**src/rtl/chopper_scheduler.sv**
```systemverilog
// Two-requester round-robin front end for a shared transaction chopper.
// Holds the accepted descriptor on the chopper inputs and reports one completion record per run.
module chopper_scheduler #(
  parameter int unsigned ADDR_WIDTH   = 64,
  parameter int unsigned LENGTH_WIDTH = 32,
  parameter int unsigned BLOCK_WIDTH  = 24
) (
  input  logic                    clk_i,
  input  logic                    rst_ni,

  input  logic                    req0_valid_i,
  output logic                    req0_ready_o,
  input  logic [ADDR_WIDTH-1:0]   req0_address_i,
  input  logic [LENGTH_WIDTH-1:0] req0_length_i,
  input  logic [BLOCK_WIDTH-1:0]  req0_block_size_i,

  input  logic                    req1_valid_i,
  output logic                    req1_ready_o,
  input  logic [ADDR_WIDTH-1:0]   req1_address_i,
  input  logic [LENGTH_WIDTH-1:0] req1_length_i,
  input  logic [BLOCK_WIDTH-1:0]  req1_block_size_i,

  input  logic                    abort_i,

  output logic                    chopper_enable_o,
  output logic [ADDR_WIDTH-1:0]   chopper_base_address_o,
  output logic [LENGTH_WIDTH-1:0] chopper_transfer_length_o,
  output logic [BLOCK_WIDTH-1:0]  chopper_block_size_o,
  input  logic                    chopper_fifo_write_i,
  input  logic                    chopper_fifo_last_command_i,

  output logic                    busy_o,
  output logic                    done_valid_o,
  output logic                    done_id_o,
  output logic [LENGTH_WIDTH-1:0] done_count_o,
  output logic                    done_error_o
);

  localparam logic [1:0] StIdle    = 2'd0;
  localparam logic [1:0] StRun     = 2'd1;
  localparam logic [1:0] StRelease = 2'd2;
  localparam logic [1:0] StReject  = 2'd3;

  localparam logic [LENGTH_WIDTH-1:0] CountOne = {{(LENGTH_WIDTH-1){1'b0}}, 1'b1};

  logic [1:0]              state_q, state_d;
  logic                    prefer_q, prefer_d;  // requester that wins when both are valid
  logic                    owner_q, owner_d;
  logic [LENGTH_WIDTH-1:0] count_q, count_d;
  logic                    error_q, error_d;
  logic [ADDR_WIDTH-1:0]   addr_q, addr_d;
  logic [LENGTH_WIDTH-1:0] len_q, len_d;
  logic [BLOCK_WIDTH-1:0]  blk_q, blk_d;

  logic                    idle;
  logic                    grant0, grant1;
  logic                    hs;
  logic [ADDR_WIDTH-1:0]   sel_addr;
  logic [LENGTH_WIDTH-1:0] sel_len;
  logic [BLOCK_WIDTH-1:0]  sel_blk;

  assign idle   = (state_q == StIdle);
  assign grant0 = req0_valid_i & (~req1_valid_i | ~prefer_q);
  assign grant1 = req1_valid_i & (~req0_valid_i |  prefer_q);

  assign req0_ready_o = idle & grant0;
  assign req1_ready_o = idle & grant1;
  assign hs           = req0_ready_o | req1_ready_o;

  always_comb begin
    if (req1_ready_o) begin
      sel_addr = req1_address_i;
      sel_len  = req1_length_i;
      sel_blk  = req1_block_size_i;
    end else begin
      sel_addr = req0_address_i;
      sel_len  = req0_length_i;
      sel_blk  = req0_block_size_i;
    end
  end

  always_comb begin
    state_d  = state_q;
    prefer_d = prefer_q;
    owner_d  = owner_q;
    count_d  = count_q;
    error_d  = error_q;
    addr_d   = addr_q;
    len_d    = len_q;
    blk_d    = blk_q;
    case (state_q)
      StIdle: begin
        if (hs) begin
          addr_d   = sel_addr;
          len_d    = sel_len;
          blk_d    = sel_blk;
          owner_d  = req1_ready_o;
          prefer_d = ~req1_ready_o;
          count_d  = '0;
          error_d  = 1'b0;
          state_d  = ((sel_len == '0) || (sel_blk == '0)) ? StReject : StRun;
        end
      end
      StRun: begin
        if (chopper_fifo_write_i) begin
          count_d = count_q + CountOne;
        end
        // A last-flagged write completes cleanly even if abort arrives with it.
        if (chopper_fifo_write_i && chopper_fifo_last_command_i) begin
          state_d = StRelease;
          error_d = 1'b0;
        end else if (abort_i) begin
          state_d = StRelease;
          error_d = 1'b1;
        end
      end
      StRelease: state_d = StIdle;
      StReject:  state_d = StIdle;
      default:   state_d = StIdle;
    endcase
  end

  always_ff @(posedge clk_i or negedge rst_ni) begin
    if (!rst_ni) begin
      state_q  <= StIdle;
      prefer_q <= 1'b0;
      owner_q  <= 1'b0;
      count_q  <= '0;
      error_q  <= 1'b0;
      addr_q   <= '0;
      len_q    <= '0;
      blk_q    <= '0;
    end else begin
      state_q  <= state_d;
      prefer_q <= prefer_d;
      owner_q  <= owner_d;
      count_q  <= count_d;
      error_q  <= error_d;
      addr_q   <= addr_d;
      len_q    <= len_d;
      blk_q    <= blk_d;
    end
  end

  // Enable decodes straight from state so an asynchronous reset drops it at once.
  assign chopper_enable_o          = (state_q == StRun);
  assign chopper_base_address_o    = addr_q;
  assign chopper_transfer_length_o = len_q;
  assign chopper_block_size_o      = blk_q;

  assign busy_o       = ~idle;
  assign done_valid_o = (state_q == StRelease) | (state_q == StReject);
  assign done_id_o    = done_valid_o & owner_q;
  assign done_count_o = (state_q == StRelease) ? count_q : '0;
  assign done_error_o = (state_q == StReject) | ((state_q == StRelease) & error_q);

endmodule

```
**config.mk**
```make
export PLATFORM = sky130hd
export DESIGN_NAME = chopper_scheduler
export DESIGN_NICKNAME = d
export VERILOG_FILES = /design/src/rtl/chopper_scheduler.sv
export SDC_FILE = /design/constraint.sdc
export NUM_CORES = 1
export LEC_CHECK = 0
export ABC_AREA = 1
export BUFFER_PORTS_ARGS = -buffer_cell sky130_fd_sc_hd__clkbuf_2
export CAP_MARGIN = 0
export CORE_AREA = 2 2 157 159
export CTS_CLUSTER_DIAMETER = 80
export CTS_CLUSTER_SIZE = 16
export DETAILED_ROUTE_END_ITERATION = 10
export DIE_AREA = 0 0 159 161
export PLACE_DENSITY = 0.66
export SLEW_MARGIN = 20
export SYNTH_ARGS = -nofsm -noshare
export SYNTH_HDL_FRONTEND = slang
export SYNTH_SLANG_ARGS = --single-unit
```
**constraint.sdc**
```tcl
create_clock -name clk_i -period 1.5 [get_ports clk_i]
set_input_delay 0.3 -clock clk_i [delete_from_list [all_inputs] [get_ports clk_i]]
set_output_delay 0.3 -clock clk_i [all_outputs]
set_load 0.005 [all_outputs]
```
# Word level (Yosys, flattened, before mapping)

Index checks and enable logic that the tools add are counted.

Bitwise gates (word level): 16
Mux-type cells: 16
Equal/unequal tests: 6
Reduce and logical (&&, ||, !) cells: 11
$add $sub $neg: 1

Operator list:

| kind                    | count |
|---|---|
| $mux W32                | 4 |
| $mux W64                | 1 |
| $pmux W32 S2            | 1 |
| $add A32 B1 Y32 const B | 1 |
| $logic_not A32 Y1       | 1 |
| $logic_not A24 Y1       | 1 |
| $mux W24                | 1 |
| $mux W2                 | 4 |
| $and A1 B1 Y1           | 6 |
| $pmux W2 S3             | 1 |
| $reduce_and A3 Y1       | 2 |
| $not A1 Y1              | 5 |
| $or A1 B1 Y1            | 5 |
| $eq A2 B2 Y1 const B    | 2 |
| $ne A2 B1 Y1 const B    | 2 |
| $reduce_and A2 Y1       | 2 |
| $mux W1                 | 3 |
| $ne A3 B2 Y1 const B    | 1 |
| $eq A2 B1 Y1 const B    | 1 |
| $logic_not A2 Y1        | 1 |
| $pmux W1 S2             | 1 |
| $reduce_bool A2 Y1      | 1 |
| $reduce_or A2 Y1        | 1 |
| $logic_and A1 B1 Y1     | 1 |
| $logic_or A1 B1 Y1      | 1 |

Input port bits: 247
Flip-flop bits (word level): 157

# Depth between registers and ports, before layout

Depth after elaboration: 10
Depth in mapped cells: 15
Gate-level depth less buffers: 13

# Least setup slack after synthesis

Ideal clock, no wire load.

Path type: reg2reg
Start point: reg state_q[1]
End point: reg count_q[13]
Cell stages (with the launch flop): 10
Slack: -0.129 ns
Arrival time: 1.506 ns
Data required time: 1.377 ns
Clock period less this slack: 1.629 ns
Cell sequence: dfrtp_1 > buf_6 > nor2_8 > nand3_2 > nand2_2 > nor2_4 > nor3_2 > nand3_1 > o21ai_0 > a21oi_1

Longest elaborated chain between the ends: 5

Ends and longest elaborated chain:

| item                             | RTL line | source |
|---|---|---|
| start: declaration               | 46       | `logic [1:0] state_q, state_d;` |
| start signal: assignment         | 125      | `state_q <= StIdle;` |
| start signal: assignment         | 134      | `state_q <= state_d;` |
| $logic_not A2 Y1                 | 62, 91   |  |
| $and A1 B1 Y1 (on tied branches) | 66, 67   |  |
| $or A1 B1 Y1                     | 68       | `assign hs = req0_ready_o \| req1_ready_o;` |
| $ne A2 B1 Y1 (no line)           | --       |  |
| $reduce_and A3 Y1 (no line)      | --       |  |
| end signal: assignment           | 137      | `count_q <= count_d;` |
| end: declaration                 | 49       | `logic [LENGTH_WIDTH-1:0] count_q, count_d;` |

Parallel ways exist; a longest one is shown, timed or not.
A chain may end at the register's enable or synchronous reset.

# Worst setup path after layout

Start point: reg state_q[0]
End point: reg count_q[22]

Same word-level chain as after synthesis.

==> out/qor.txt <==
CP Class = reg2reg
Max stage delay on crit path = 0.41 ns
Tightest Pin Transition = 0.3665 ns
# rows = 57
outcome = finished with violations
io pins = 406
met1 WL = 13270 um
Final WS setup = -0.4613 ns
critical path arrival = 2.26 ns
relative slew slack = 75.34%
Post-synth top flop = dfrtp_1
Syn Nets = 1395
Final min period = 1.961 ns
CP Cell Sequence = buf_6 -> nor2_8 -> nand3_4 -> buf_12 -> buf_12 -> nand2_8 -> nor2_4 -> nor2_4 -> nand2_4 -> buf_4 -> nor4_1 -> nor2_1
fin. max-slew vios = 0
Inserted Clock Buffers = 17
vias in the first global route = 9544
critical path startpoint category = flip-flop
most frequent cell after synthesis = nand2_1
Async SR Flop Fraction = 100.0%
met2 routed WL = 17090 um
Die Wd = 159 um
maximum vdd drop = 0.9825 mV
core box area = 23960 sq um
compound-cell area share of the yosys netlist = 8.745%
clock skew = 0.01246 ns
routability cong. = 0.9137
via count = 9793
initial antenna violation count = 4
count of final setup violators = 194
first-pass GRT wire length = 51120 um
placed instance area = 11530 sq um
flip-flop and latch count after synthesis = 157
DP Cell Count = 1932
gate count after technology mapping = 1147
share of the synthesized area in the top cell type = 47.42%
RSZ-0062 raised after global routing = yes
Routed Wire Length = 33620 um
violated checks = negative setup slack
adder-cell area share of the yosys netlist = 0.1510%
Vias per Instance = 4.855
TNS Setup = -69.75 ns
initial cell density of the core = 34.57%
max cap viols = 0
metal3 WL = 2362 um
Simple-Gate Fraction of Synth Area = 35.48%
final instance area = 13430 sq um
Area Growth Syn to Fin = 62.09%
Residual DRC = 0
All-Layer GR Usage = 25.44%
Clk pin slew, worst setup/hold paths = 0.07 ns
Fin. Hold Viols = 0
syn avg cell area = 7.222 sq um
post-synthesis sequential area ratio = 47.42%
Die Ht = 161 um
Pleak = 0.007149 uW
Cell Count, Final, Fillers Out = 2017
Post-DP HPWL = 23800 um
endpoint class of the critical path = flip-flop
Die Area = 25600 sq um
root buffer cell = clkbuf_16
Synth Area in XOR/XNOR = 0.2114%
ANT nets after route = 0
# clock sinks = 157
post-synthesis cell area = 8284 sq um
highest routed layer = met4
Peak Freq = 509.9 MHz
synth top area cells = dfrtp_1, nand2_1, nand3_1
EDFF count, synth = 0
drt first pass iters = 5
Final #Nets = 1924
clk_lat worst skew = 0.42 ns
post-synthesis cell type count = 32
largest net degree at the start of global routing = 51
clk buf depth = 2
DR iter-0 viols = 625
top cells by count, synth = nand2_1, dfrtp_1, nor2_1, nand3_1, inv_1
slowest CP cell = dfrtp_2
Final Power = 23520 uW
Clock H-tree levels = 4
Critical Path RT = 1.80 ns
Routed wire per std cell = 16.67 um
Synth area leader = dfrtp_1
port bufs = 405
proportion of layout cells with a drive suffix above 1 = 42.10%
total gr overflow = 0
HP Class = in2reg
Ys Warns = 0
largest family of logic cells by synthesized area = simple AND/OR/NAND/NOR gates
pwr dens = 1752 nW/um^2
period utilization = 130.8%
CTS tree = built
CP max FO = 8
mux cell area share after synthesis = 0%
critical path: cells and delay by family (launching register included):
family                 cells  cell delay, ns
buffers and inverters      4            0.58
DFF                        1            0.41
and+or+nand+nor            8            0.86
metal layers:
layer | up-vias | GRT usage [%]
met5 | - | 0
li1 | 4740 | -
met4 | 0 | 8.636
met3 | 58 | 6.112
met1 | 4610 | 30.61
met2 | 385 | 44.80
state kept, by name, summed over array words and instances, names as in the netlist:
name                       cells
chopper_base_address_o        64
chopper_block_size_o          24
chopper_transfer_length_o     32
count_q                       32
error_q                        1
owner_q                        1
prefer_q                       1
state_q                        2
path summary, 6_finish.rpt:
check,slack (ns),cells past startpoint,from,to
max,-0.46,12,state_q[0]$_DFFE_PN0P_,count_q[22]$_DFFE_PN0P_
min,0.09,3,req0_address_i[15],chopper_base_address_o[15]$_DFFE_PN0P_
max reg2reg,-0.46,12,state_q[0]$_DFFE_PN0P_,count_q[22]$_DFFE_PN0P_
min reg2reg,0.48,2,chopper_transfer_length_o[26]$_DFFE_PN0P_,chopper_transfer_length_o[26]$_DFFE_PN0P_
max in group asynchronous,0.56,3,rst_ni,chopper_base_address_o[18]$_DFFE_PN0P_
min in group asynchronous,0.33,2,rst_ni,chopper_transfer_length_o[24]$_DFFE_PN0P_
cell type report:
cell class                      instances  area [sq um]
Sequential cell                       157          3931
Clock buffer                           19         442.9
Tap cell                              324         405.4
Inverter                              101         412.9
Antenna cell                            4         10.01
Timing Repair Buffer                  570          3939
Clock inverter                         13         156.4
Fill cell                            2270         10540
Multi-Input combinational cell        829          4130
through the flow:
stage	setup slack (ns)	util [%]	hold slack, ns
finish	-0.4613	56.04	0.09383
global route	-0.5466	56.03	0.08096
CTS	-0.4425	54.79	0.07174
detailed placement	-0.3457	48.12	0.2020
global placement	-0.3430	48.12	0.2077
floorplan	-0.06826	-	0.004409
cells by family after synthesis:
logic type | Yosys count
simple gates | 690
buf+inv | 161
flops | 157
compound gates | 136
xor+xnor | 2
fa+ha+maj | 1
timing repair:
item	in CTS	in global routing
endpoints found under the hold margin	24	0
endpoints found under the setup margin	194	195
pin swaps	33	13
setup buffers	19	14
gates resized for setup	141	56
cloned	13	2
hold buffers	1	0
layout by cell type (no fill, tap or decap), types with 14 or more instances in the layout:
cell / synthesis / layout
clkbuf_2: 0 / 389
nand2_1: 395 / 379
dfrtp_1: 157 / 155
buf_4: 0 / 109
inv_1: 97 / 94
nand3_1: 100 / 92
nor2_1: 131 / 91
o21ai_0: 67 / 41
nor2_2: 2 / 29
a21oi_1: 33 / 28
a31oi_1: 25 / 24
o21ai_1: 6 / 23
buf_6: 2 / 20
nand3b_1: 19 / 19
clkbuf_16: 0 / 19
nor2_4: 4 / 17
buf_12: 0 / 16
buf_2: 31 / 15
nand2_2: 3 / 14
power breakdown:
part           leakage (uW)  switching, uW  internal, uW
registers           0.00194           1050          5990
logic               0.00492           6220          5770
clock network      0.000292           1950          2550
No activity file was read; power rests on OpenSTA's default activity.
